File: src/rtl/alu_pkg.sv
// alu_pkg: opcodes and FSM state encoding shared by the ALU, the arbiter and benches.
package alu_pkg;

    localparam logic [2:0] OP_ADD  = 3'd0;
    localparam logic [2:0] OP_LESS = 3'd1;
    localparam logic [2:0] OP_EQ   = 3'd2;
    localparam logic [2:0] OP_OR   = 3'd3;
    localparam logic [2:0] OP_AND  = 3'd4;
    localparam logic [2:0] OP_NOT  = 3'd5;
    localparam logic [2:0] OP_MAX  = 3'd5;

    typedef enum logic [1:0] {
        S_IDLE = 2'd0,
        S_EXEC = 2'd1,
        S_RESP = 2'd2
    } state_e;

endpackage

File: src/rtl/alu_share_arbiter_if.sv
// alu_share_arbiter_if: request/response bus between client units and the shared ALU.
interface alu_share_arbiter_if #(
    parameter int N    = 32,
    parameter int NREQ = 4
);
    localparam int IDW = $clog2(NREQ);

    logic [NREQ-1:0]   req_valid;
    logic [NREQ-1:0]   req_ready;
    logic [3*NREQ-1:0] req_opcode;
    logic [N*NREQ-1:0] req_a;
    logic [N*NREQ-1:0] req_b;
    logic              rsp_valid;
    logic              rsp_ready;
    logic [IDW-1:0]    rsp_id;
    logic [N-1:0]      rsp_result;
    logic              rsp_err;
    logic              busy;

    modport master (
        output req_valid, req_opcode, req_a, req_b, rsp_ready,
        input  req_ready, rsp_valid, rsp_id, rsp_result, rsp_err, busy
    );

    modport slave (
        input  req_valid, req_opcode, req_a, req_b, rsp_ready,
        output req_ready, rsp_valid, rsp_id, rsp_result, rsp_err, busy
    );

endinterface

File: src/rtl/alu.sv
// alu: combinational ADD/LESS/EQ/OR/AND/NOT unit; unknown opcodes yield zero.
module alu
    import alu_pkg::*;
#(
    parameter int N = 32
) (
    input  logic [2:0]   op_i,
    input  logic [N-1:0] a_i,
    input  logic [N-1:0] b_i,
    output logic [N-1:0] result_o
);

    always_comb begin
        result_o = op_i == OP_ADD  ? a_i + b_i :
                   op_i == OP_LESS ? N'(a_i < b_i) :
                   op_i == OP_EQ   ? N'(a_i == b_i) :
                   op_i == OP_OR   ? a_i | b_i :
                   op_i == OP_AND  ? a_i & b_i :
                   op_i == OP_NOT  ? ~a_i : '0;
    end

endmodule

File: src/rtl/rr_arbiter.sv
// rr_arbiter: combinational round-robin pick of the first requester at or after ptr_i.
module rr_arbiter #(
    parameter int NREQ = 4,
    parameter int IDW  = $clog2(NREQ)
) (
    input  logic [NREQ-1:0] req_i,
    input  logic [IDW-1:0]  ptr_i,
    output logic [NREQ-1:0] grant_o,
    output logic [IDW-1:0]  idx_o
);

    // Scan farthest-first so the nearest requester from ptr_i is written last and wins.
    always_comb begin
        grant_o = '0;
        idx_o   = '0;
        for (int k = NREQ - 1; k >= 0; k--) begin
            if (req_i[(int'(ptr_i) + k) % NREQ]) idx_o = IDW'((int'(ptr_i) + k) % NREQ);
        end
        grant_o[idx_o] = |req_i;
    end

endmodule

File: src/rtl/alu_share_arbiter.sv
// alu_share_arbiter: round-robin sharing of one ALU among NREQ requesters,
// one operation in flight, tagged response held until consumed.
module alu_share_arbiter
    import alu_pkg::*;
#(
    parameter int N    = 32,
    parameter int NREQ = 4
) (
    input logic                clk,
    input logic                rst,
    alu_share_arbiter_if.slave bus
);

    localparam int IDW = $clog2(NREQ);

    state_e          state_q;
    logic [IDW-1:0]  ptr_q, ptr_d, id_q, gnt_idx, rsp_id_q;
    logic [NREQ-1:0] gnt;
    logic [2:0]      op_q;
    logic [N-1:0]    a_q, b_q, alu_res, rsp_result_q;
    logic            rsp_valid_q, rsp_err_q, accept;

    rr_arbiter #(.NREQ(NREQ), .IDW(IDW)) u_arb (
        .req_i  (bus.req_valid),
        .ptr_i  (ptr_q),
        .grant_o(gnt),
        .idx_o  (gnt_idx)
    );

    alu #(.N(N)) u_alu (
        .op_i    (op_q),
        .a_i     (a_q),
        .b_i     (b_q),
        .result_o(alu_res)
    );

    assign accept         = state_q == S_IDLE && |bus.req_valid && !rst;
    assign ptr_d          = gnt_idx == IDW'(NREQ - 1) ? '0 : gnt_idx + 1'b1;
    assign bus.req_ready  = accept ? gnt : '0;
    assign bus.rsp_valid  = rsp_valid_q;
    assign bus.rsp_id     = rsp_id_q;
    assign bus.rsp_result = rsp_result_q;
    assign bus.rsp_err    = rsp_err_q;
    assign bus.busy       = state_q != S_IDLE;

    always_ff @(posedge clk) begin
        if (rst) begin
            state_q      <= S_IDLE;
            ptr_q        <= '0;
            id_q         <= '0;
            op_q         <= '0;
            a_q          <= '0;
            b_q          <= '0;
            rsp_valid_q  <= 1'b0;
            rsp_id_q     <= '0;
            rsp_result_q <= '0;
            rsp_err_q    <= 1'b0;
        end else begin
            case (state_q)
                S_IDLE: if (accept) begin
                    op_q    <= bus.req_opcode[3*gnt_idx +: 3];
                    a_q     <= bus.req_a[N*gnt_idx +: N];
                    b_q     <= bus.req_b[N*gnt_idx +: N];
                    id_q    <= gnt_idx;
                    ptr_q   <= ptr_d;
                    state_q <= S_EXEC;
                end
                S_EXEC: begin
                    rsp_result_q <= op_q > OP_MAX ? '0 : alu_res;
                    rsp_err_q    <= op_q > OP_MAX;
                    rsp_id_q     <= id_q;
                    rsp_valid_q  <= 1'b1;
                    state_q      <= S_RESP;
                end
                S_RESP: if (bus.rsp_ready) begin
                    rsp_valid_q <= 1'b0;
                    state_q     <= S_IDLE;
                end
                default: state_q <= S_IDLE;
            endcase
        end
    end

endmodule
File: src/flat_wrapper.sv
// flat-port wrapper written by rule: the top's interface ports become plain ports
module alu_share_arbiter_flat import alu_pkg::*;
#(
    parameter int N    = 32,
    parameter int NREQ = 4
)
  (clk, rst, bus_req_valid, bus_req_opcode, bus_req_a, bus_req_b, bus_rsp_ready, bus_req_ready, bus_rsp_valid, bus_rsp_id, bus_rsp_result, bus_rsp_err, bus_busy);
  alu_share_arbiter_if #(.N(N), .NREQ(NREQ)) bus_i ();
  input logic clk;
  input logic rst;
  input wire logic [$bits(bus_i.req_valid)-1:0] bus_req_valid;
  input wire logic [$bits(bus_i.req_opcode)-1:0] bus_req_opcode;
  input wire logic [$bits(bus_i.req_a)-1:0] bus_req_a;
  input wire logic [$bits(bus_i.req_b)-1:0] bus_req_b;
  input wire logic [$bits(bus_i.rsp_ready)-1:0] bus_rsp_ready;
  output wire logic [$bits(bus_i.req_ready)-1:0] bus_req_ready;
  output wire logic [$bits(bus_i.rsp_valid)-1:0] bus_rsp_valid;
  output wire logic [$bits(bus_i.rsp_id)-1:0] bus_rsp_id;
  output wire logic [$bits(bus_i.rsp_result)-1:0] bus_rsp_result;
  output wire logic [$bits(bus_i.rsp_err)-1:0] bus_rsp_err;
  output wire logic [$bits(bus_i.busy)-1:0] bus_busy;
  assign bus_i.req_valid = bus_req_valid;
  assign bus_i.req_opcode = bus_req_opcode;
  assign bus_i.req_a = bus_req_a;
  assign bus_i.req_b = bus_req_b;
  assign bus_i.rsp_ready = bus_rsp_ready;
  assign bus_req_ready = bus_i.req_ready;
  assign bus_rsp_valid = bus_i.rsp_valid;
  assign bus_rsp_id = bus_i.rsp_id;
  assign bus_rsp_result = bus_i.rsp_result;
  assign bus_rsp_err = bus_i.rsp_err;
  assign bus_busy = bus_i.busy;
  alu_share_arbiter #(.N(N), .NREQ(NREQ)) u_core (.clk(clk), .rst(rst), .bus(bus_i));
endmodule
File: config.mk
export PLATFORM = sky130hd
export DESIGN_NAME = alu_share_arbiter_flat
export DESIGN_NICKNAME = d
export VERILOG_FILES = /design/src/rtl/alu_pkg.sv /design/src/rtl/alu_share_arbiter_if.sv /design/src/rtl/alu.sv /design/src/rtl/rr_arbiter.sv /design/src/rtl/alu_share_arbiter.sv /design/src/flat_wrapper.sv
export SDC_FILE = /design/constraint.sdc
export NUM_CORES = 1
export LEC_CHECK = 0
export ABC_AREA = 1
export BUFFER_PORTS_ARGS = -buffer_cell sky130_fd_sc_hd__buf_2
export CAP_MARGIN = 20
export CORE_MARGIN = 3
export CORE_UTILIZATION = 50
export DETAILED_ROUTE_END_ITERATION = 8
export PLACE_DENSITY = 0.87
export SLEW_MARGIN = 10
export SYNTH_ARGS = -nofsm -noshare
export SYNTH_HDL_FRONTEND = slang
export SYNTH_SLANG_ARGS = --single-unit
File: constraint.sdc
create_clock -name clk -period 2.2 [get_ports clk]
set_clock_uncertainty 0.2 [all_clocks]
set_input_delay 0.11 -clock clk [delete_from_list [all_inputs] [get_ports clk]]
set_output_delay 0.11 -clock clk [all_outputs]
set_load 0.005 [all_outputs]
==> flow_summary.toml, run 1 <==
[outcome]
status = "stopped before the end"
failing_step = "global routing (5_1_grt)"
firstError = "[ERROR GRT-0183] Net net410: the 3D maze router ran out of legal paths (heap underflow) - the net is boxed in by local congestion or blockages."

[logic_synthesis]
synth_simple_gate_area_share_pct = 38.8
ys_seq_elements = 109
synth_top_family_by_area = "simple AND/OR/NAND/NOR gates"
ys_top_cells_by_area = "dfxtp_1, nand2_1, inv_1, nand3_1, ha_1"
synth_area_per_cell_um2 = 5.68
seq_area_frac_synth_pct = 18.4
muxShareOfSynthArea_pct = 0
synthCells = 2092
synth_top_area_share_pct = 18.4
post_synth_xor_area_fraction_pct = 0.369
yosys.cell_types.count = 36
yosys_warnings = 0
synth_fp_nets = 2468
synth_area_um2 = 11900
post_synth_fa_ha_maj_area_fraction_pct = 10.7
yosysTopAreaCell = "dfxtp_1"
synth_compound_area_share_pct = 12.2

[place]
placed_cells = 2862
hpwl_mm = 37.2
gp_congestion = 1.01
io_buffers = 315

[die]
fp.dieH_um = 160
rows = 55
chipWidth_um = 160
io_pins = 316
initial_core_util_pct = 51.7

[grt]
antenna_found_initial = 17
grt_start_max_net_pins = 103

[clock_tree]
cts-root-buf = "clkbuf_16"
cts_sinks = 109
ctsHtreeMaxLevel = 3
clock_path_buffers = 2
numCtsBuffers = 9

[sta]
endpoint_type = "top-level output"
repair-timing-grt-worst-ep = "bus_req_ready[2]"
stage by stage:
stage               hold slack (ns)  utilization [%]  setup slack (ns)  instance area [um^2]
CTS                       0.0000486             78.1            -0.136                 18000
detailed placement            0.133             67.3            -0.181                 15500
global placement              0.130             67.3            -0.122                 15500
floorplan                    0.0277                -            0.0216                 11900
kinds of logic after synthesis:
group,Yosys count
XOR/XNOR,5
AO/OA/AOI/OAI,261
buffers and inverters,588
adder cells (fa/ha/maj),101
AND/OR/NAND/NOR,1028
flip-flops,109
synthesized netlist by cell type:
cell,instances
nand2_2,1
ha_1,100
nor2_1,94
nand4_1,4
fa_1,1
buf_8,1
a311oi_1,1
xor2_1,5
inv_1,473
nor3_1,8
o21ai_0,115
o21bai_1,7
nor2_2,1
buf_1,8
a31oi_1,2
nand3_1,342
clkbuf_1,53
a21oi_1,100
or2_2,5
a221oi_1,19
and2_1,2
nand3b_1,70
o221ai_1,9
clkinv_1,3
nand2_1,498
dfxtp_1,109
nor4_1,1
nand2_4,2
o21ai_1,1
buf_6,6
o21a_1,2
buf_2,34
inv_4,1
buf_4,4
inv_2,5
o211ai_1,5
what timing repair did:
item                                    in CTS
endpoints found under the setup margin      91
hold buffers                               101
pin swaps                                   44
cloned                                      14
resized for setup                          165
hold endpoints to repair                    55
setup buffers                               20
==> run 2, diff against run 1 <==
CORE_UTILIZATION = 40   (was 50)
PLACE_DENSITY = not set   (was 0.87)
PLACE_DENSITY_LB_ADDON = 0.15   (was not set)
clock period = 2.86 ns   (was 2.2 ns; I/O delays follow)
==> flow_summary.toml, run 2 <==
[logic_synthesis]
synth_top_family_by_area = "simple AND/OR/NAND/NOR gates"
synth_area_per_cell_um2 = 5.68
synthCells = 2092
ys_top_cells_by_area = "dfxtp_1, nand2_1, inv_1, nand3_1, ha_1"
synth_top_area_share_pct = 18.4
ys_seq_elements = 109
synth_compound_area_share_pct = 12.2
synth_edf_count = 0
async_reset_ff_share_pct = 0
yosys_warnings = 0
synthFlopType = "dfxtp_1"
synth_commonest_cells = "nand2_1, inv_1, nand3_1"
muxShareOfSynthArea_pct = 0
synth_fp_nets = 2468
post_synth_xor_area_fraction_pct = 0.369
synth_area_um2 = 11900
seq_area_frac_synth_pct = 18.4
yosys.cell_types.count = 36
yosysTopAreaCell = "dfxtp_1"
synth_simple_gate_area_share_pct = 38.8
synth.most_common_cell = "nand2_1"
post_synth_fa_ha_maj_area_fraction_pct = 10.7

[sta]
fmax_mhz = 369
hold_violations = 0
tightestPinTransition_ns = 1.05
setup_tns_ns = 0
setup_slack_ns = 0.152
setup_viol = 0
finalCritPeriodShare_pct = 94.7
slew_violations = 0
rsz0062_at_grt = "yes"
fin_crit_ns = 2.71
slew_headroom_pct = 30.2

[final_layout]
final_common_cell = "nand2_1"
mostFrequentLayoutCells = "nand2_1, inv_1, nand3_1"
nets = 2768
fill_cells = 3159
area_growth_pct = 24.5
drive_gt1_share_pct = 17.2

[grt]
antenna_found_initial = 1
grt_pass1_vias = 13000
grt_pass1_wl_mm = 72.9
grt_start_max_net_pins = 103
grt_overflow = 0
gr-usage-all-layers_pct = 29.4

[place]
pre_cts_ws_ns = 0.164
io_buffers = 315
hpwl_mm = 37.4
gp_congestion = 0.926

[power_and_ir_drop]
power_frac_comb_pct = 71.4
powerDensity_nw_per_um2 = 842
power.share.clock_pct = 11.0
total_power_w = 0.0125
switching_share_pct = 53.6
ir_drop_v = 0.000421
p_sw_w = 0.00668
power_frac_seq_pct = 17.6
p_int_w = 0.00578
total_leakage_power_nw = 8.60

[clock_tree]
clk_latency_ns = 0.37
cts-root-buf = "clkbuf_16"
clk_pin_slew_ns = 0.08
cts_tree = "done"
cts_sinks = 109
ctsHtreeMaxLevel = 3
numCtsBuffers = 9
clock_path_buffers = 2

[critical_path]
cp_max_fo = 25
crit_path_cell_trace = "inv_6, nand2_1, nand3_1, nand2_1, inv_2, nand2_2, nand2_4, buf_16, nand3b_1, nand3_1, nand3_1, dlygate4sd3_1, nand2_1, inv_1"
crit_family = "buffers and inverters"
end_kind = "flop"
worstSetupStartpointType = "flop"
r2r_start = "u_core.ptr_q[0]"
critPathKind = "flop to flop"
critPathMaxStageDelay_ns = 0.57
crit_slowest_cell = "dlygate4sd3_1"
crit_arrival_ns = 2.78
required_ns = 2.93
startpoint = "u_core.ptr_q[0]"
critPathBufInv = 5

[detailed_routing]
viasPerCell = 5.14
drc = 0
drt_iter0_drc = 1497
wirelength_mm = 50.3
wire_per_inst_um = 18.1
dr.pass1.iters = 6
drtAntennaViolNets = 0
vias = 14300

[die]
fp.dieH_um = 178
io_pins = 316
core_um2 = 29000
dieArea_um2 = 31800
chipWidth_um = 178
initial_core_util_pct = 41.0
rows = 62

[min_path]
hp-class = "input pin to flop"
min_from = "bus_req_b[18]"

[run]
max_cap_violations = 0

[outcome]
status = "complete, no violations"
-- run 2: power groups by stage --
stage,sequential (W),clock [W],combinational (W)
after global placement,0.00220,0,0.00774
final,0.00219,0.00137,0.00890
after detailed placement,0.00221,0,0.00775
after floorplan,0.00214,0,0.00549
after CTS,0.00218,0.00139,0.00794
after global routing,0.00224,0.00144,0.00983
-- run 2: kinds of logic after synthesis --
family,count (synthesis)
simple gates,1028
xor+xnor,5
buf+inv,588
compound gates,261
flops,109
fa+ha+maj,101
-- run 2: final timing paths --
| check | endpoint | slack, ns | cells after the start |
|---|---|---|---|
| setup / recovery | u_core.a_q[29] | 0.15 | 14 |
| hold / removal | u_core.b_q[18] | 0.008 | 7 |
| setup reg to reg | u_core.a_q[29] | 0.15 | 14 |
| hold reg to reg | u_core.bus.rsp_result[22] | 0.26 | 2 |
-- run 2: worst register-to-register path, delay by kind of cell (launching register included) --
family	cells	cell delay [ns]
DFF	1	0.39
and+or+nand+nor	9	1.02
buffers and inverters	5	1.01
-- run 2: metal layers --
metal | GRT usage, % | wire length [um] | vias up
met1 | 44.3 | 23300 | 6430
met3 | 5.17 | 4470 | 57
met4 | 5.49 | 950 | 0
li1 | - | - | 7122
met5 | 0 | 0 | -
met2 | 43.8 | 21600 | 677
-- run 2: layout make-up --
type / count / area [um^2] / area share [%]
clock inverter: 6 / 76.3 / 0.516
inverter: 482 / 1820 / 12.3
multi-input combinational: 1397 / 7430 / 50.2
timing repair buffer: 393 / 2570 / 17.4
clock buffer: 10 / 229 / 1.55
tap: 384 / 480 / 3.25
sequential: 109 / 2190 / 14.8
antenna: 1 / 2.50 / 0.0169
-- run 2: what timing repair did --
item                                    4_1_cts  5_1_grt
cloned                                        1       12
hold buffers                                 19        0
gates resized for setup                       3       18
buffers inserted                              0       16
pin swaps                                     0        4
hold endpoints to repair                     20        0
endpoints found under the setup margin        4        7
-- run 2: per-stage QoR --
| step | hold slack (ns) | util, % | cell area [um^2] | instances |
|---|---|---|---|---|
| final | 0.00786 | 51.0 | 14800 | 2782 |
| after global routing | 0.0318 | 51.0 | 14800 | 2782 |
| after CTS | 0.00117 | 49.4 | 14300 | 2753 |
| after detailed placement | 0.182 | 47.6 | 13800 | 2717 |
| after global placement | 0.157 | 47.6 | 13800 | 2717 |
| after floorplan | 0.0607 | - | 11900 | 2092 |
(Power assumes the default switching activity.)
==> run 3, diff against run 2 <==
CORE_MARGIN = not set   (was 3)
clock period = 3.2 ns   (was 2.86 ns; I/O delays follow)
==> flow_summary.toml, run 3 (synthesis results as in run 2) <==
[power_and_ir_drop]
ir_drop_v = 0.000432
powerDensity_nw_per_um2 = 718
total_leakage_power_nw = 8.28

[detailed_routing]
dr_wl_met3_mm = 3.71
drc = 0
met2_length_mm = 19.9
drt_iter0_drc = 1343
drtAntennaViolNets = 0
dr.pass1.iters = 5
m1WireLength_mm = 22.2
viasPerCell = 5.11
vias = 14000
wirelength_mm = 46.5
wire_per_inst_um = 16.9
routed.top_layer = "met5"

[place]
io_buffers = 315
pre_cts_ws_ns = 0.440
gp_congestion = 0.943
place_area_um2 = 13700
hpwl_mm = 36.3

[die]
core_um2 = 28900
fp.dieH_um = 174
rows = 62
initial_core_util_pct = 41.1
chipWidth_um = 174
io_pins = 316
dieArea_um2 = 30400

[critical_path]
cp_max_fo = 44
critPathKind = "flop to output pin"
end_kind = "output pin"
crit_arrival_ns = 2.61
worstSetupStartpointType = "flop"
required_ns = 2.84

[clock_tree]
cts_tree = "done"
post-cts-setup-buffers = 0
hold_buffers = 12
numCtsBuffers = 9
ctsHtreeMaxLevel = 3
postCtsResizedCells = 0
cts-root-buf = "clkbuf_16"
clk_pin_slew_ns = 0.08
clock_path_buffers = 2
cts_sinks = 109
clk_latency_ns = 0.37

[final_layout]
area_growth_pct = 18.9
final_common_cell = "nand2_1"
fill_cells = 3220
drive_gt1_share_pct = 15.8
final_core_util_pct = 48.8
mostFrequentLayoutCells = "nand2_1, inv_1, nand3_1"
fin_area_um2 = 14100
nets = 2726

[sta]
tightestPinTransition_ns = 0.695
slew_headroom_pct = 53.7
setup_slack_ns = 0.225
rsz0062_at_grt = "no"
hold_violations = 0
holdWs_ns = 0.00967
finalCritPeriodShare_pct = 93.0
fmax_mhz = 336
setup_viol = 0
fin_crit_ns = 2.97
setup_tns_ns = 0
slew_violations = 0

[grt]
gr-usage-all-layers_pct = 30.0
grt_pass1_wl_mm = 71.5
grt_pass1_vias = 12800
grt_overflow = 0
antenna_found_initial = 4
grt_start_max_net_pins = 135

[min_path]
hp-class = "input pin to flop"

[outcome]
status = "complete, no violations"

[run]
max_cap_violations = 0
run 3: cell count changes in the layout (fill, tap and decap cells not counted), moves of 2 or more:
cell	delta
buf_4	-14
clkbuf_16	-10
dlygate4sd3_1	-7
buf_16	-6
buf_6	-3
inv_6	-3
diode_2	+2
nand3_2	-2
run 3: power breakdown:
part / switching (W) / internal, W
registers: 0.000253 / 0.00170
clock network: 0.000593 / 0.000623
logic: 0.00474 / 0.00225
run 3: final timing paths:
| path | from | to | slack, ns | cells past startpoint |
|---|---|---|---|---|
| worst max-delay path | u_core.ptr_q[0] | bus_req_ready[0] | 0.23 | 13 |
| worst min register to register | u_core.bus.rsp_result[12] | u_core.bus.rsp_result[12] | 0.26 | 2 |
| worst min-delay path | bus_req_b[119] | u_core.b_q[23] | 0.01 | 7 |
| worst max register to register | u_core.ptr_q[0] | u_core.a_q[1] | 0.41 | 17 |
run 3: worst max-delay path, stage by stage, from the launching register on:
cell and delay, ns:
dfxtp_1 0.58, inv_4 0.09, nand2_1 0.09, nand3_1 0.11, nand3_1 0.12, nand2_1 0.06, nand2_1 0.05, nand2_1 0.06
nand2_2 0.08, buf_4 0.46, ha_1 0.24, inv_1 0.04, nor2_1 0.09, buf_2 0.14
run 3: metrics by stage:
step,instances,power [W]
2_1_floorplan,2092,0.00682
6_report,2741,0.0102
3_5_place_dp,2711,0.00881
5_1_grt,2741,0.0111
3_3_place_gp,2711,0.00878
4_1_cts,2738,0.0101
run 3: layer usage:
layer	track usage, %	up-vias
li1	-	7028
met1	44.4	6344
met2	45.3	581
met3	4.66	46
met4	6.47	2
met5	0	-
run 3: cell type report:
| class | count | area (um^2) | area share, % |
|---|---|---|---|
| Tap cell | 384 | 480 | 3.40 |
| Inverter | 482 | 1810 | 12.8 |
| Sequential cell | 109 | 2180 | 15.4 |
| Clock buffer | 9 | 225 | 1.59 |
| Clock inverter | 6 | 78.8 | 0.558 |
| Timing Repair Buffer | 353 | 1950 | 13.8 |
| Multi-Input combinational cell | 1395 | 7390 | 52.3 |
| Antenna cell | 3 | 7.51 | 0.0531 |
==> run 4, diff against run 3 <==
CORE_ASPECT_RATIO = 1.25   (was not set)
==> flow_summary.toml, run 4 (synthesis results as in run 2) <==
[place]
gp_congestion = 1.00
place_area_um2 = 13700
hpwl_mm = 36.3
io_buffers = 315
pre_cts_ws_ns = 0.497

[critical_path]
r2r_start = "u_core.ptr_q[0]"
cp_max_fo = 46
worstSetupStartpointType = "flop"
critPathKind = "flop to flop"
end_kind = "flop"
required_ns = 3.29
startpoint = "u_core.ptr_q[0]"
crit_arrival_ns = 3.01

[min_path]
hp-class = "input pin to flop"
min_from = "bus_req_a[88]"

[final_layout]
final_common_cell = "nand2_1"
drive_gt1_share_pct = 15.8
fin_area_um2 = 14200
mostFrequentLayoutCells = "nand2_1, inv_1, nand3_1"
area_growth_pct = 19.7
nets = 2731

[clock_tree]
cts_tree = "done"
cts-root-buf = "clkbuf_16"
clock_path_buffers = 2
clk_pin_slew_ns = 0.08
cts_sinks = 109
ctsHtreeMaxLevel = 3
clk_latency_ns = 0.38
post-cts-setup-buffers = 0
numCtsBuffers = 9

[sta]
slew_headroom_pct = 44.0
hold_violations = 0
rsz0062_at_grt = "no"
setup_slack_ns = 0.276
tightestPinTransition_ns = 0.840
slew_violations = 0
holdWs_ns = 0.00656
fin_crit_ns = 2.92
setup_tns_ns = 0
setup_viol = 0
finalCritPeriodShare_pct = 91.4
fmax_mhz = 342

[detailed_routing]
wire_per_inst_um = 16.7
dr.pass1.iters = 5
wirelength_mm = 46.0
drtAntennaViolNets = 0
drt_iter0_drc = 959
drc = 0
vias = 13900
viasPerCell = 5.05

[power_and_ir_drop]
total_leakage_power_nw = 8.28
ir_drop_v = 0.000577
powerDensity_nw_per_um2 = 710
total_power_w = 0.0101

[outcome]
status = "complete, no violations"

[die]
dieArea_um2 = 30400
rows = 70
fp.dieH_um = 195
chipWidth_um = 156
io_pins = 316
core_um2 = 29300
initial_core_util_pct = 40.6

[grt]
grt_pass1_vias = 13000
antenna_found_initial = 3
grt_pass1_wl_mm = 71.4
grt_start_max_net_pins = 135
gr-usage-all-layers_pct = 30.4
grt_overflow = 0

[run]
max_cap_violations = 0
## run 4: cell types whose count changed in the layout (fill, tap and decap cells not counted), sizes merged
cell | before | now
clkinvlp | 0 | 2
bufinv | 1 | 0
buf | 341 | 339
dlygate4sd3 | 12 | 19
clkbuf | 9 | 10
clkinv | 4 | 3
## run 4: worst max-delay path, cell delays in order (launching register included)
cell and delay [ns]:
dfxtp_2 0.45, inv_4 0.08, nand2_1 0.06, nand2_1 0.08, inv_1 0.06, nand2_1 0.06, nand2_1 0.08, inv_2 0.04
nand3_1 0.12, nand3_4 0.10, nand2_4 0.31, buf_12 0.27, nand2_1 0.10, nand3_1 0.08, nand3_1 0.06, dlygate4sd3_1 0.56
nand2_1 0.06, inv_1 0.04
## run 4: per-layer routing
| layer | vias to the layer above | track usage, % | routed length, um |
|---|---|---|---|
| met3 | 52 | 2.50 | 2590 |
| met1 | 6304 | 42.8 | 21200 |
| met2 | 521 | 48.5 | 21100 |
| li1 | 7052 | - | - |
| met5 | - | 0 | 0 |
| met4 | 0 | 9.73 | 1100 |
## run 4: final cells by class
cell class,count,area [um^2]
repair buffers,358,2050
flip-flops and latches,109,2180
diodes,3,7.51
clock buffers,10,229
multi-input cells,1395,7390
inverters,482,1810
fillers,3287,15000
clock inverters,6,52.6
well taps,396,495
## run 4: metrics by stage
| stage | util (%) | instances |
|---|---|---|
| finish | 48.6 | 2759 |
| global route | 48.6 | 2759 |
| CTS | 48.6 | 2756 |
| detailed placement | 47.0 | 2721 |
| global placement | 47.0 | 2721 |
| floorplan | - | 2092 |
## run 4: final timing paths
check	endpoint	slack (ns)	cells after the start
min reg2reg	u_core.bus.rsp_result[14]	0.26	2
max reg2reg	u_core.a_q[29]	0.28	17
max	u_core.a_q[29]	0.28	17
min	u_core.a_q[24]	0.007	6
## run 4: timing repair
action,CTS,global route
endpoints found under the hold margin,13,0
resized for setup,0,1
hold buffers,19,0
setup endpoints to repair,0,7
## run 4: where the power goes
group / leakage [nW] / internal (W) / switching [W] / total (W)
registers: 0.906 / 0.00170 / 0.000260 / 0.00196
clock network: 0.132 / 0.000544 / 0.000604 / 0.00115
logic: 7.24 / 0.00232 / 0.00466 / 0.00699
total: 8.28 / 0.00456 / 0.00553 / 0.0101
